### config.mk
export PLATFORM = sky130hd
export DESIGN_NAME = cart_loader
export DESIGN_NICKNAME = d
export VERILOG_FILES = /design/src/rtl/a2600_cart_pkg.sv /design/src/rtl/cart_ext_decode.sv /design/src/rtl/cart_loader.sv
export SDC_FILE = /design/constraint.sdc
export NUM_CORES = 1
export LEC_CHECK = 0
export BUFFER_PORTS_ARGS = -buffer_cell sky130_fd_sc_hd__buf_2
export CORE_UTILIZATION = 49
export CTS_CLUSTER_SIZE = 40
export DETAILED_ROUTE_END_ITERATION = 6
export HOLD_SLACK_MARGIN = 0.12
export PLACE_DENSITY = 0.69
export RECOVER_POWER = 50
export SKIP_LAST_GASP = 1
export SYNTH_ARGS = -nofsm -noshare
export SYNTH_HDL_FRONTEND = slang
export SYNTH_HIERARCHICAL = 1
export SYNTH_SLANG_ARGS = --single-unit
export TNS_END_PERCENT = 50
### constraint.sdc
create_clock -name clk_sys -period 7.2 [get_ports clk_sys]
set_input_delay 1.08 -clock clk_sys [delete_from_list [all_inputs] [get_ports clk_sys]]
set_output_delay 1.08 -clock clk_sys [all_outputs]
set_load 0.02 [all_outputs]
### src/rtl/a2600_cart_pkg.sv
// Shared constants for the 2600 cartridge loader: bank-switch codes, FSM states,
// image-size thresholds and the lookup helpers used by the loader and ext decoder.
package a2600_cart_pkg;

    localparam logic [3:0] BS_NONE = 4'd0;
    localparam logic [3:0] BS_F8   = 4'd1;
    localparam logic [3:0] BS_F6   = 4'd2;
    localparam logic [3:0] BS_FE   = 4'd3;
    localparam logic [3:0] BS_E0   = 4'd4;
    localparam logic [3:0] BS_3F   = 4'd5;
    localparam logic [3:0] BS_F4   = 4'd6;
    localparam logic [3:0] BS_P2   = 4'd7;
    localparam logic [3:0] BS_FA   = 4'd8;
    localparam logic [3:0] BS_CV   = 4'd9;

    localparam int NUM_BS = 9;

    localparam int SIZE_BITS = 17;
    typedef logic [SIZE_BITS-1:0] size_t;

    localparam size_t SIZE_8K  = 17'd8192;
    localparam size_t SIZE_12K = 17'd12288;
    localparam size_t SIZE_16K = 17'd16384;
    localparam size_t SIZE_32K = 17'd32768;
    localparam size_t SC_MIN_SIZE = SIZE_8K;

    typedef enum logic [1:0] {
        ST_IDLE,
        ST_LOAD,
        ST_FINAL,
        ST_READY
    } state_t;

    // Three-character extension (including the dot) that selects each scheme.
    function automatic logic [23:0] bs_ext(input logic [3:0] code);
        logic [23:0] e;
        case (code)
            BS_F8:   e = ".F8";
            BS_F6:   e = ".F6";
            BS_FE:   e = ".FE";
            BS_E0:   e = ".E0";
            BS_3F:   e = ".3F";
            BS_F4:   e = ".F4";
            BS_P2:   e = ".P2";
            BS_FA:   e = ".FA";
            BS_CV:   e = ".CV";
            default: e = 24'h0;
        endcase
        return e;
    endfunction

    // Fallback scheme when the extension says nothing useful.
    function automatic logic [3:0] size_to_bs(input size_t size);
        logic [3:0] bs;
        case (size)
            SIZE_8K:  bs = BS_F8;
            SIZE_12K: bs = BS_FA;
            SIZE_16K: bs = BS_F6;
            SIZE_32K: bs = BS_F4;
            default:  bs = BS_NONE;
        endcase
        return bs;
    endfunction

endpackage

### src/rtl/cart_ext_decode.sv
// Combinational lookup of a three-character file extension (".F8" etc.) to a
// bank-switch code; hit is low for anything not in the table (case sensitive).
module cart_ext_decode
    import a2600_cart_pkg::*;
(
    input  logic [23:0] ext,
    output logic        hit,
    output logic [3:0]  bs
);

    logic [NUM_BS-1:0] match;

    genvar gi;
    generate
        for (gi = 0; gi < NUM_BS; gi++) begin : g_match
            assign match[gi] = (ext == bs_ext(4'(gi + 1)));
        end
    endgenerate

    always_comb begin
        bs = BS_NONE;
        for (int i = 0; i < NUM_BS; i++) begin
            if (match[i]) begin
                bs = 4'(i + 1);
            end
        end
    end

    assign hit = |match;

endmodule

### src/rtl/cart_loader.sv
// Streams ioctl download bytes into the cartridge ROM, sizes the image, picks the
// bank-switch scheme and SuperChip enable, and publishes them together after the download.
module cart_loader
    import a2600_cart_pkg::*;
#(
    parameter int ROM_AW = 15,
    parameter int SIZE_W = 17
) (
    input  logic              clk_sys,
    input  logic              reset,
    input  logic              ioctl_download,
    input  logic              ioctl_wr,
    input  logic [24:0]       ioctl_addr,
    input  logic [7:0]        ioctl_dout,
    input  logic [31:0]       ioctl_file_ext,
    input  logic [1:0]        sc_mode,
    output logic              rom_we,
    output logic [ROM_AW-1:0] rom_addr,
    output logic [7:0]        rom_din,
    output logic [3:0]        force_bs,
    output logic              sc,
    output logic [SIZE_W-1:0] rom_size,
    output logic              cart_ready
);

    state_t state_reg, state_next;

    logic              dl_reg;
    logic              dl_rise;
    logic              dl_fall;
    logic              start_load;
    logic              publish;

    logic [31:0]       ext_reg;
    logic [SIZE_W-1:0] size_reg;
    logic              ovf_reg;
    logic              sc_fill_reg;
    logic              fill_ref_valid_reg;
    logic [7:0]        fill_ref_reg;

    logic              load_wr;
    logic              addr_in_range;
    logic              addr_in_rom;
    logic              fill_window;
    logic [SIZE_W-1:0] addr_end;

    logic [23:0]       ext_sel;
    logic              ext_hit;
    logic [3:0]        ext_bs;
    logic [3:0]        bs_pick;
    logic              sc_pick;

    assign dl_rise = ioctl_download & ~dl_reg;
    assign dl_fall = ~ioctl_download & dl_reg;

    always_ff @(posedge clk_sys or posedge reset) begin
        if (reset) begin
            state_reg <= ST_IDLE;
        end else begin
            state_reg <= state_next;
        end
    end

    always_comb begin
        state_next = state_reg;
        start_load = 1'b0;
        publish    = 1'b0;
        case (state_reg)
            ST_IDLE, ST_READY: begin
                if (dl_rise) begin
                    state_next = ST_LOAD;
                    start_load = 1'b1;
                end
            end
            ST_LOAD: begin
                if (dl_fall) begin
                    state_next = ST_FINAL;
                end
            end
            ST_FINAL: begin
                publish    = 1'b1;
                state_next = ST_READY;
            end
            default: state_next = ST_IDLE;
        endcase
    end

    // Writes are accepted throughout LOAD, including the cycle the download drops.
    assign load_wr       = (state_reg == ST_LOAD) & ioctl_wr;
    assign addr_in_range = (ioctl_addr[24:SIZE_W-1] == '0);
    assign addr_in_rom   = (ioctl_addr[24:ROM_AW] == '0);
    assign fill_window   = (ioctl_addr[11:7] == 5'd0);
    assign addr_end      = {1'b0, ioctl_addr[SIZE_W-2:0]} + SIZE_W'(1);

    // A right-aligned extension may be ".xx" in the low bytes or ".xxS" filling all four.
    assign ext_sel = (ext_reg[23:16] == ".") ? ext_reg[23:0] : ext_reg[31:8];

    cart_ext_decode u_ext_decode (
        .ext (ext_sel),
        .hit (ext_hit),
        .bs  (ext_bs)
    );

    assign bs_pick = ext_hit ? ext_bs : size_to_bs(size_t'(size_reg));

    always_comb begin
        case (sc_mode)
            2'd1:    sc_pick = 1'b0;
            2'd2,
            2'd3:    sc_pick = 1'b1;
            default: sc_pick = (ext_reg[7:0] == "S")
                             | (sc_fill_reg & (size_reg >= SIZE_W'(SC_MIN_SIZE)) & ~ovf_reg);
        endcase
    end

    always_ff @(posedge clk_sys or posedge reset) begin
        if (reset) begin
            dl_reg             <= 1'b0;
            rom_we             <= 1'b0;
            rom_addr           <= '0;
            rom_din            <= '0;
            ext_reg            <= '0;
            size_reg           <= '0;
            ovf_reg            <= 1'b0;
            sc_fill_reg        <= 1'b0;
            fill_ref_valid_reg <= 1'b0;
            fill_ref_reg       <= '0;
        end else begin
            dl_reg <= ioctl_download;
            rom_we <= 1'b0;
            if (start_load) begin
                ext_reg            <= ioctl_file_ext;
                size_reg           <= '0;
                ovf_reg            <= 1'b0;
                sc_fill_reg        <= 1'b1;
                fill_ref_valid_reg <= 1'b0;
            end
            if (load_wr) begin
                if (!addr_in_range) begin
                    ovf_reg <= 1'b1;
                end else begin
                    if (addr_in_rom) begin
                        rom_we   <= 1'b1;
                        rom_addr <= ioctl_addr[ROM_AW-1:0];
                        rom_din  <= ioctl_dout;
                    end
                    if (addr_end > size_reg) begin
                        size_reg <= addr_end;
                    end
                    // SuperChip images keep the first 128 bytes of each 4K bank uniform.
                    if (fill_window) begin
                        if (ioctl_addr[6:0] == 7'd0) begin
                            fill_ref_reg       <= ioctl_dout;
                            fill_ref_valid_reg <= 1'b1;
                        end else if (fill_ref_valid_reg && (ioctl_dout != fill_ref_reg)) begin
                            sc_fill_reg <= 1'b0;
                        end
                    end
                end
            end
        end
    end

    always_ff @(posedge clk_sys or posedge reset) begin
        if (reset) begin
            force_bs   <= BS_NONE;
            sc         <= 1'b0;
            rom_size   <= '0;
            cart_ready <= 1'b0;
        end else begin
            if (start_load) begin
                cart_ready <= 1'b0;
            end
            if (publish) begin
                force_bs   <= bs_pick;
                sc         <= sc_pick;
                rom_size   <= size_reg;
                cart_ready <= 1'b1;
            end
        end
    end

endmodule

* Word level (Yosys, flattened, before mapping)
Index checks and enable logic that the tools add are counted.
Word-level totals: register bits 110, latch bits 0, RAM bits 0, memory bits (read-only) 0, input bits 71, word-level logic and storage cells 106, memories 0
Operators by class: $add $sub $neg 1, multipliers 0, divide/modulo/power cells 0, order comparisons 2, equal/unequal tests 24, shift-type cells 0, mux-type cells 42, bitwise logic cells 9, reduce and logical (&&, ||, !) cells 13
Operator list (count):
- equality test 24 x 22 -> 1 bit (second input constant) | 9
- two-way mux 17 bit | 4
- equality test 17 x 14 -> 1 bit (second input constant) | 2
- two-way mux 24 bit | 1
- two-way mux 1 bit | 23
- adder 16 x 1 -> 17 bit (second input constant) | 1
- equality test 17 x 15 -> 1 bit (second input constant) | 1
- equality test 17 x 16 -> 1 bit (second input constant) | 1
- >= comparator 17 x 14 -> 1 bit (second input constant) | 1
- greater-than comparator 17 bit | 1
- case mux 4 bit (4 select lines) | 1
- two-way mux 3 bit | 4
- two-way mux 4 bit | 3
- zero test 10 bit | 1
- zero test 9 bit | 1
- OR reduction 9 bit | 1
- equality test 2 bit (second input constant) | 4
- equality test 8 x 6 -> 1 bit (second input constant) | 1
- equality test 8 x 7 -> 1 bit (second input constant) | 1
- two-way mux 2 bit | 4
- inequality test 8 bit | 1
- zero test 7 bit | 1
- case mux 2 bit (3 select lines) | 1
- bitwise AND 1 bit | 5
- other kinds (13) | 18

* Depth between registers and ports, before layout
Gate-level depths: netlist (run 1).
word-level depth 13, gate-level depth with buffers 16

* Hierarchy
Netlist (run 1), hierarchy kept.
By module, submodules not included:
- cart_loader | times used 1, cells an instance 445, area each 5499.0 um^2, sequential area each 2752.6 um^2
- cart_ext_decode | times used 1, cells an instance 43, area each 314.1 um^2, sequential area each 0.0 um^2

* Worst setup path after synthesis (run 1)
Ideal clock, no wire load.
path kind input -> register, from input port ioctl_addr[3], to register size_reg[10], arrival time 3792 ps, data required time 7075 ps, setup slack 3283 ps, stages 12, path buffers 2, cells stage by stage clkbuf_2 nand4_1 nor3_1 and3_1 xor2_1 ha_1 a21o_1 a2111oi_2 o31ai_1 a32oi_4 buf_12 mux2_4
On the way: word-level cells in the longest chain between the ends 5
Ends and longest elaborated chain:
- from (decl) | RTL line cart_loader.sv:13 | input logic [24:0] ioctl_addr,
- adder 16 x 1 -> 17 bit * | RTL line cart_loader.sv:93 | assign addr_end = {1'b0, ioctl_addr[SIZE_W-2:0]} + SIZE_W'(1);
- greater-than comparator 17 bit | RTL line cart_loader.sv:147 | if (addr_end > size_reg) begin
- two-way mux 17 bit * | RTL line cart_loader.sv:147
- two-way mux 17 bit * | RTL line cart_loader.sv:139 | if (!addr_in_range) begin
- two-way mux 17 bit * | RTL line cart_loader.sv:138 | if (load_wr) begin
- to (signal assigned) | RTL line cart_loader.sv:148 | size_reg <= addr_end;
- to (decl) | RTL line cart_loader.sv:35 | logic [SIZE_W-1:0] size_reg;
Mark *: on every way between the ends. The rest lies on a longest branch, timed or not. A chain may end at the register's enable or synchronous reset.

* Worst setup path after layout (run 1)
from input port ioctl_addr[0], to register size_reg[16]
The elaborated chain is that of the path after synthesis.

==> flow_metrics.env, run 1 <==
export IMPL_synth_xor_xnor_area_share_pct=3.465
export IMPL_synth_warnings=6
export IMPL_synth_compound_area_share_pct=5.854
export IMPL_drv_slew=35
export IMPL_hold_path_class="flip-flop to flip-flop"
export IMPL_final_nets=696
export IMPL_cts_buffer_depth=2
export IMPL_synth_top_cell_by_area="dfrtp_1"
export IMPL_die_area_um2=12300
export IMPL_yosys_cell_types_count=60
export IMPL_fillers=967
export IMPL_synthesis_area_um2=5813
export IMPL_clock_sinks=110
export IMPL_cts_setup_buffers=0
export IMPL_netlist_instances=488
export IMPL_die_height_um=110.9
export IMPL_crit_arrival_ns=4.45
export IMPL_min_period_ns=4.209
export IMPL_core_um2=11470
export IMPL_die_width_um=110.9
export IMPL_dpl_hpwl_um=9323
export IMPL_vias_per_cell=5.477
export IMPL_synthTopCellsByArea="dfrtp_1 (47%), mux2_2 (19%), ha_1 (4.5%), and2_1 (2.2%), xnor2_1 (2.1%)"
export IMPL_crit_chain="buf_2 -> ha_1 -> nand2_1 -> nor4_1 -> nand3_1 -> xnor2_1 -> ha_1 -> nand3_1 -> nor3_1 -> nand3_1 -> a32oi_4 -> mux2_2"
export IMPL_fin_tns_setup_ns=0
export IMPL_ant_nets=0
export IMPL_initial_core_util_pct=50.69
export IMPL_num_rows=39
export IMPL_io_buffers=117
export IMPL_syn_to_final_growth_pct=16.32
export IMPL_path_clk_slew_ns=0.07
export IMPL_cts_tree="done"
export IMPL_startpoint_type="input pin"
export IMPL_remaining_drc_errors=0
export IMPL_clockRootBuffer="clkbuf_16"
export IMPL_vias=4113
export IMPL_slowest_delay_ns=0.74
export IMPL_drt_pass1_iterations=4
export IMPL_slew_limit_headroom_pct=-2.026
export IMPL_layoutNonFillerInstCount=751
export IMPL_grt_max_degree=78
export IMPL_status="finished with violations"
export IMPL_antenna_found_initial=0
export IMPL_drive_above_1_share_pct=33.88
export IMPL_setup_violations=0
export IMPL_clock_skew_ns=0.008525
export IMPL_yosysMostFrequentCell="dfrtp_1"
export IMPL_grt_pass1_wl_um=20630
export IMPL_globalRouteOverflowTotal=0
export IMPL_period_share_pct=58.45
export IMPL_violations="capacitance limit, slew limit"
export IMPL_p_per_area_nw_per_um2=270.8
export IMPL_syn_num_nets=580
export IMPL_grt_pass1_vias=4244
export IMPL_synth_area_per_cell_um2=11.91
export IMPL_max_freq_mhz=237.6
export IMPL_synth_top_family_by_area="multiplexers"
export IMPL_tightestPinTransition_ns=1.522
export IMPL_cp_slowest_cell="a32oi_4"
export IMPL_globalplace_congestion=0.8842
export IMPL_synth_seq_area_share_pct=47.35
export IMPL_crit_type="input pin to flip-flop"
export IMPL_synthMuxAreaShare_pct=21.01
export IMPL_globalRouteTotalUtil_pct=21.16
export IMPL_path_max_fanout=17
export IMPL_cp_end_kind="flip-flop"
export IMPL_ir_worst_vdd_mv=0.2644
export IMPL_crit_path_frequent_cell="nand3_1"
export IMPL_design_area_um2=6761
export IMPL_cts_hold_buf=0
export IMPL_finalHoldViolCount=0
export IMPL_ys_ff_latch=110
export IMPL_wl_per_cell_um=16.45
export IMPL_diodes=0
export IMPL_synthFlopType="dfrtp_1"
export IMPL_wl_um=12350
export IMPL_cts_made_buffers=9
export IMPL_max_cap_violations=1
export IMPL_place_area_um2=6524
export IMPL_h_tree_depth=3
export IMPL_synth_fa_ha_area_share_pct=4.520
export IMPL_largest_reg_flops=32
export IMPL_synth_top_area_share_pct=47.35
export IMPL_insertion_delay_ns=0.35
export IMPL_cp_required_ns=7.44
export IMPL_rsz0062_at_grt="no"
export IMPL_p_leak_nw=3.177
export IMPL_first_iter_violations=206
export IMPL_synth_simple_gate_area_share_pct=14.92
export IMPL_placedCellCount=736
export IMPL_io_pins=118
export IMPL_synth_commonest_cells="dfrtp_1 (110), mux2_2 (96), inv_1 (25)"
export IMPL_async_reset_ff_share_pct=100.0
export IMPL_synth_edf_count=0
export IMPL_cts_resized=0
==> worst paths after layout <==
path / end / slack, ns / start / depth (start not counted)
setup / recovery: size_reg[16]$_DFF_PP0_ / 2.99 / ioctl_addr[0] / 12
hold / removal: cart_ready$_DFFE_PP0P_ / 0.48 / cart_ready$_DFFE_PP0P_ / 1
setup reg to reg: force_bs[3]$_DFFE_PP0P_ / 3.23 / ext_reg[20]$_DFFE_PP0P_ / 14
hold reg to reg: cart_ready$_DFFE_PP0P_ / 0.48 / cart_ready$_DFFE_PP0P_ / 1
max in group asynchronous: rom_size[10]$_DFFE_PP0P_ / 4.55 / reset / 3
min in group asynchronous: ext_reg[31]$_DFFE_PP0P_ / 1.07 / reset / 2
==> where the power goes <==
part	internal [W]	switching (W)	total (W)
sequential	0.000739	0.0000839	0.000823
combinational	0.000245	0.000249	0.000493
clock	0.000283	0.000232	0.000515
==> placed cells by master (no fill, tap or decap), drive strengths merged, types with 2 or more instances in the layout <==
cell type,netlist,routed
xor2,9,9
o21a,3,3
nor3,9,9
and4,2,2
xnor2,14,14
a21oi,13,13
and4bb,5,5
nor2,21,21
mux2i,2,2
clkinvlp,0,2
a21o,6,6
mux2,104,104
ha,21,21
nor4b,4,4
nand4,12,12
nand3,11,11
a32oi,3,3
buf,5,71
and3,4,4
nor4,9,9
nand3b,2,2
nand2,24,24
nand2b,9,9
a211oi,2,2
and2,20,20
inv,25,27
nor3b,5,5
o21ai,6,6
nand4b,2,2
dfrtp,110,110
clkbuf,9,58
==> cell type report <==
cell class,count,area [um^2],share of cell area [%]
clock buffers,10,239.0,3.534
clock inverters,5,66.31,0.9808
inverters,25,95.09,1.406
multi-input cells,339,2889,42.73
flip-flops and latches,110,2753,40.71
well taps,143,178.9,2.646
repair buffers,119,540.5,7.994
==> critical path, delay by kind of cell <==
kind | cells | cell delay [ns]
adders and majority gates | 2 | 0.51
muxes | 1 | 0.41
and+or+nand+nor | 6 | 1.36
buffers and inverters | 1 | 0.15
xor gates and xnor gates | 1 | 0.17
AOI/OAI and AO/OA | 1 | 0.74
==> logic make-up (layout without fill, tap and decap cells) <==
family | Yosys count | count (layout)
flip-flops | 110 | 110
XOR/XNOR | 23 | 23
AO/OA/AOI/OAI | 46 | 46
adder cells (fa/ha/maj) | 21 | 21
multiplexers | 106 | 106
AND/OR/NAND/NOR | 143 | 143
buffers and inverters | 39 | 159
==> metal layers <==
metal  vias to the layer above  GRT usage [%]  part of all wire [%]
met5                         -              0                     0
met4                         0          8.089                   1.4
met3                        14          5.413                   4.6
met2                        99          32.96                    46
met1                      2006          28.42                    48
li1                       1994              -                     -
==> stage by stage <==
| step | hold slack (ns) | power [W] | utilization (%) | worst slack [ns] |
|---|---|---|---|---|
| after floorplan | 0.4474 | 0.001192 | - | 3.218 |
| after global placement | 0.4576 | 0.001313 | 56.89 | 2.766 |
| after detailed placement | 0.4690 | 0.001334 | 56.89 | 2.630 |
| after CTS | 0.4856 | 0.001855 | 59.55 | 3.001 |
| after global routing | 0.5108 | 0.001927 | 58.96 | 2.770 |
| final | 0.4841 | 0.001831 | 58.96 | 2.991 |
(Power assumes the default switching activity.)
==> run 2, diff against run 1 <==
==> constraint.sdc (replaced) <==
create_clock -name clk_sys -period 3.9 [get_ports clk_sys]
set_input_delay 0.585 -clock clk_sys [delete_from_list [all_inputs] [get_ports clk_sys]]
set_output_delay 0.585 -clock clk_sys [all_outputs]
set_load 0.02 [all_outputs]
==> run 2 against run 1 <==
The flow still finishes with violations (capacitance limit, slew limit). Sequential power up 85%. Setup slack worse by 2.6 ns. Die area unchanged. Clock skew down 0.00053 ns. Critical path type is now flip-flop to flip-flop. Combinational power up 86%. Wire length down 0.98%. Highest routed layer unchanged. Clock power up 110%. Cell count up 1.2%.
==> flow_metrics.env, run 2 (synthesis results as in run 1) <==
export IMPL_remaining_drc_errors=0
export IMPL_slew_limit_headroom_pct=-81.30
export IMPL_clock_sinks=110
export IMPL_first_iter_violations=130
export IMPL_p_per_area_nw_per_um2=506.7
export IMPL_wl_per_cell_um=16.09
export IMPL_cp_end_kind="flip-flop"
export IMPL_core_um2=11470
export IMPL_initial_core_util_pct=50.69
export IMPL_rsz0062_at_grt="no"
export IMPL_die_width_um=110.9
export IMPL_fin_tns_setup_ns=0
export IMPL_p_leak_nw=3.350
export IMPL_cts_tree="done"
export IMPL_max_cap_violations=1
export IMPL_vias_per_cell=5.537
export IMPL_crit_arrival_ns=3.74
export IMPL_status="finished with violations"
export IMPL_grt_max_degree=65
export IMPL_finalHoldViolCount=0
export IMPL_grt_pass1_wl_um=20940
export IMPL_antenna_found_initial=0
export IMPL_cp_required_ns=4.12
export IMPL_total_power_w=0.003497
export IMPL_diodes=0
export IMPL_clockRootBuffer="clkbuf_16"
export IMPL_drive_above_1_share_pct=39.06
export IMPL_crit_type="flip-flop to flip-flop"
export IMPL_insertion_delay_ns=0.35
export IMPL_startpoint_type="flip-flop"
export IMPL_grt_pass1_vias=4280
export IMPL_tightestPinTransition_ns=2.705
export IMPL_globalRouteOverflowTotal=0
export IMPL_wl_um=12230
export IMPL_setup_ws_ns=0.3750
export IMPL_vias=4208
export IMPL_min_period_ns=3.525
export IMPL_num_rows=39
export IMPL_cts_setup_buffers=0
export IMPL_final_common_cell="dfrtp_1"
export IMPL_cts_buffer_depth=2
export IMPL_hold_path_class="input pin to flip-flop"
export IMPL_violations="capacitance limit, slew limit"
export IMPL_path_clk_slew_ns=0.07
export IMPL_ant_nets=0
export IMPL_most_common_layout_cells="dfrtp_1 (110), mux2_2 (96), buf_2 (96)"
export IMPL_io_pins=118
export IMPL_drt_pass1_iterations=4
export IMPL_die_area_um2=12300
export IMPL_dpl_hpwl_um=9363
export IMPL_globalRouteTotalUtil_pct=21.56
export IMPL_io_buffers=117
export IMPL_setup_violations=0
export IMPL_dp_slack_ns=0.2153
export IMPL_period_share_pct=90.38
export IMPL_h_tree_depth=3
export IMPL_globalplace_congestion=0.8994
export IMPL_syn_to_final_growth_pct=18.73
export IMPL_largest_reg_flops=32
export IMPL_drv_slew=65
export IMPL_ir_worst_vdd_mv=0.3775
export IMPL_die_height_um=110.9
export IMPL_max_freq_mhz=283.7
export IMPL_final_nets=704
export IMPL_path_max_fanout=12
export IMPL_cts_made_buffers=9
export IMPL_clock_skew_ns=0.007996
run 2: cell count changes in the layout (fill, tap and decap cells not counted), moves of 2 or more:
cell	before	now
buf_2	69	96
buf_4	2	8
bufinv_16	1	3
clkbuf_1	48	24
inv_6	2	0
run 2: final timing paths:
kind,startpoint,cells after the start,end,slack [ns]
setup / recovery,ext_reg[20]$_DFFE_PP0P_,16,force_bs[1]$_DFFE_PP0P_,0.38
hold / removal,ioctl_download,1,dl_reg$_DFF_PP0_,0.39
setup reg to reg,ext_reg[20]$_DFFE_PP0P_,16,force_bs[1]$_DFFE_PP0P_,0.38
hold reg to reg,cart_ready$_DFFE_PP0P_,1,cart_ready$_DFFE_PP0P_,0.48
max in group asynchronous,reset,3,force_bs[3]$_DFFE_PP0P_,1.06
min in group asynchronous,reset,2,rom_din[1]$_DFFE_PP0P_,0.99
run 2: power by group:
| part | switching, W | internal [W] | leakage [nW] |
|---|---|---|---|
| registers | 0.000153 | 0.00137 | 1.44 |
| logic | 0.000458 | 0.000459 | 1.74 |
| clock network | 0.000398 | 0.000663 | 0.170 |
| total | 0.00101 | 0.00249 | 3.35 |
run 2: cell type report:
class	count	area (um^2)
fill	951	4566
sequential	110	2753
clock inverter	3	90.09
multi-input combinational	339	2897
tap	143	178.9
clock buffer	13	260.3
timing repair buffer	127	628.1
inverter	25	95.09
run 2: timing repair:
action                                  4_1_cts  5_1_grt
gates resized for setup                       0        3
hold buffers                                  0        0
endpoints found under the setup margin        0        4
run 2: metal layers:
layer  share of wire (%)  global-route usage, %  wire (um)
met1                  47                  29.50       5717
met5                   0                      0          0
met3                 5.0                  4.429        613
met2                  46                  33.17       5676
met4                 1.8                  9.600        222
run 2: metrics by stage:
stage               std cells  area (um^2)  utilization, %  hold WS [ns]
detailed placement        744         6584           57.41        0.4646
global placement          744         6584           57.41        0.4578
global route              760         6902           60.19        0.4077
floorplan                 488         5813               -        0.4474
CTS                       760         6934           60.47        0.3638
finish                    760         6902           60.19        0.3890
run 2: critical path: stages, from the launching register on:
cell and delay, ns:
dfrtp_1 0.41, nor4b_1 0.36, nand3_1 0.17, nor2_1 0.16
nand2_2 0.21, buf_4 0.23, and2_1 0.15, and4bb_1 0.36
nand4_1 0.13, nor3_2 0.21, nand4_1 0.19, nand4_1 0.20
nor4_1 0.07, nand4_1 0.19, nor3_2 0.07, a22oi_1 0.18
a21oi_1 0.10
==> run 3, diff against run 2 <==
--- a/config.mk
+++ b/config.mk
@@ -5,6 +5,7 @@
 export SDC_FILE = /design/constraint.sdc
 export NUM_CORES = 1
 export LEC_CHECK = 0
+export ABC_CLOCK_PERIOD_IN_PS = 3900
 export BUFFER_PORTS_ARGS = -buffer_cell sky130_fd_sc_hd__buf_2
 export CORE_UTILIZATION = 49
 export CTS_CLUSTER_SIZE = 40
@@ -12,6 +13,7 @@
 export HOLD_SLACK_MARGIN = 0.12
 export PLACE_DENSITY = 0.69
 export RECOVER_POWER = 50
+export REMOVE_ABC_BUFFERS = 1
 export SKIP_LAST_GASP = 1
 export SYNTH_ARGS = -nofsm -noshare
 export SYNTH_HDL_FRONTEND = slang
==> constraint.sdc (replaced) <==
create_clock -name clk_sys -period 3.9 [get_ports clk_sys]
set_input_delay 0.39 -clock clk_sys [delete_from_list [all_inputs] [get_ports clk_sys]]
set_output_delay 0.39 -clock clk_sys [all_outputs]
set_load 0.02 [all_outputs]
==> run 3 against run 2 <==
Worst hold slack worse by 0.19 ns. Wire length up 3.4%. Register-to-register slack better by 0.03 ns. The run still ends with capacitance limit, slew limit left. Clock-buffer cell count down 3. Largest power group unchanged. Cell area down 1.1%.
==> flow_metrics.env, run 3 (synthesis results as in run 1) <==
export IMPL_vias_per_cell=5.573
export IMPL_hold_start="ioctl_download"
export IMPL_drv_slew=69
export IMPL_period_share_pct=89.60
export IMPL_rsz0062_at_grt="no"
export IMPL_cp_end_kind="flip-flop"
export IMPL_tightestPinTransition_ns=2.522
export IMPL_syn_to_final_growth_pct=17.43
export IMPL_dpl_hpwl_um=9729
export IMPL_setup_violations=0
export IMPL_crit_arrival_ns=3.69
export IMPL_die_area_um2=12300
export IMPL_first_iter_violations=169
export IMPL_num_rows=39
export IMPL_power_switching_w=0.001046
export IMPL_design_area_um2=6827
export IMPL_slew_limit_headroom_pct=-68.30
export IMPL_final_common_cell="dfrtp_1"
export IMPL_cts_tree="done"
export IMPL_cts_made_buffers=9
export IMPL_globalRouteOverflowTotal=0
export IMPL_io_buffers=117
export IMPL_clock_sinks=110
export IMPL_clock_skew_ns=0.01200
export IMPL_multi_input_area_um2=2898
export IMPL_max_freq_mhz=286.2
export IMPL_cp_required_ns=4.10
export IMPL_diodes=0
export IMPL_io_pins=118
export IMPL_wl_per_cell_um=16.68
export IMPL_p_leak_nw=3.315
export IMPL_grt_pass1_vias=4381
export IMPL_total_power_w=0.003373
export IMPL_largest_reg_flops=32
export IMPL_insertion_delay_ns=0.35
export IMPL_drive_above_1_share_pct=38.86
export IMPL_clockRootBuffer="clkbuf_16"
export IMPL_layout_area_seq_um2=2753
export IMPL_cts_setup_buffers=0
export IMPL_cp_startpoint="ext_reg[20]$_DFFE_PP0P_"
export IMPL_startpoint_type="flip-flop"
export IMPL_globalRouteTotalUtil_pct=21.83
export IMPL_globalplace_congestion=0.9258
export IMPL_cts_buffer_depth=2
export IMPL_ir_worst_vdd_mv=0.3489
export IMPL_path_clk_slew_ns=0.07
export IMPL_switching_share_pct=31.00
export IMPL_met1_usage_pct=28.65
export IMPL_wl_um=12640
export IMPL_drt_pass1_iterations=4
export IMPL_fin_tns_setup_ns=0
export IMPL_grt_max_degree=69
export IMPL_violations="capacitance limit, slew limit"
export IMPL_most_common_layout_cells="dfrtp_1 (110), mux2_2 (96), buf_2 (96)"
export IMPL_p_per_area_nw_per_um2=494.1
export IMPL_use_met2_pct=35.49
export IMPL_path_max_fanout=11
export IMPL_seq_power_share_pct=45.4
export IMPL_p_int_w=0.002327
export IMPL_status="finished with violations"
export IMPL_clockPowerShare_pct=26.8
export IMPL_core_um2=11470
export IMPL_layoutNonFillerInstCount=758
export IMPL_vias=4224
export IMPL_finalHoldViolCount=0
export IMPL_min_period_ns=3.494
export IMPL_grt_use_met3_pct=6.452
export IMPL_remaining_drc_errors=0
export IMPL_p_comb_share_pct=27.8
export IMPL_crit_type="flip-flop to flip-flop"
export IMPL_final_nets=702
export IMPL_r2r_start="ext_reg[20]$_DFFE_PP0P_"
export IMPL_grt_pass1_wl_um=21440
export IMPL_initial_core_util_pct=50.69
export IMPL_fillers=966
export IMPL_hold_path_class="input pin to flip-flop"
export IMPL_die_height_um=110.9
export IMPL_antenna_found_initial=0
export IMPL_max_cap_violations=1
export IMPL_placedCellCount=742
export IMPL_ant_nets=0
export IMPL_h_tree_depth=3
export IMPL_die_width_um=110.9
export IMPL_cts_hold_buf=0
export IMPL_busiest_layer="met2"
export IMPL_place_area_um2=6569
## run 3: changes by cell type in the layout (fill, tap and decap cells not counted), moves of 2 or more
cell / previous run / this run
buf_4: 8 / 6
clkbuf_8: 2 / 0
clkinv_2: 0 / 3
bufinv_16: 3 / 1
## run 3: final timing paths
kind	endpoint	cells past startpoint	slack (ns)
worst max-delay path	force_bs[2]$_DFFE_PP0P_	16	0.41
worst min-delay path	dl_reg$_DFF_PP0_	1	0.20
worst max register to register	force_bs[2]$_DFFE_PP0P_	16	0.41
worst min register to register	cart_ready$_DFFE_PP0P_	1	0.47
max in group asynchronous	ext_reg[5]$_DFFE_PP0P_	3	1.04
min in group asynchronous	rom_din[0]$_DFFE_PP0P_	2	0.91
## run 3: area by class of cell
cell class / instances / area share [%]
Inverter: 25 / 1.375
Multi-Input combinational cell: 339 / 42.45
Tap cell: 143 / 2.621
Sequential cell: 110 / 40.32
Timing Repair Buffer: 125 / 8.981
Clock inverter: 6 / 0.8981
Clock buffer: 10 / 3.354
## run 3: critical path, cell delays in order, from the launching register on
cell and delay, ns:
dfrtp_1 0.40, nor4b_2 0.32, nand3_1 0.16, nor2_1 0.17, nand2_2 0.19, buf_4 0.22, o21a_1 0.20, nor4b_2 0.36
nand4_1 0.23, o22ai_1 0.24, nand2_1 0.11, nand4_1 0.16, nor4_1 0.07, nand4_1 0.13, nor3_1 0.08, a32oi_1 0.21
a21oi_1 0.08
## run 3: routing by layer
metal | wire length, um | up-vias
li1 | - | 2013
met1 | 5692 | 2077
met2 | 6095 | 118
met3 | 711 | 16
met4 | 145 | 0
met5 | 0 | -
## run 3: power by group through the flow
stage                     registers [W]  clock network [W]  logic (W)
after floorplan                 0.00153                  0   0.000670
after global placement          0.00154                  0   0.000893
after detailed placement        0.00155                  0   0.000937
after CTS                       0.00153           0.000928   0.000944
after global routing            0.00156           0.000974    0.00103
final                           0.00153           0.000904   0.000936
## run 3: through the flow
stage          worst slack, ns  util, %  hold WS, ns
5_1_grt                0.04346    59.53       0.1918
2_1_floorplan           0.6077        -       0.4214
3_5_place_dp            0.2063    57.28       0.4657
4_1_cts                 0.2515    59.81       0.1721
3_3_place_gp            0.3216    57.28       0.4594
6_report                0.4055    59.53       0.1978
## run 3: what timing repair did
item,4_1_cts,5_1_grt
hold endpoints to repair,0,0
setup endpoints to repair,0,4
gates resized for setup,0,2
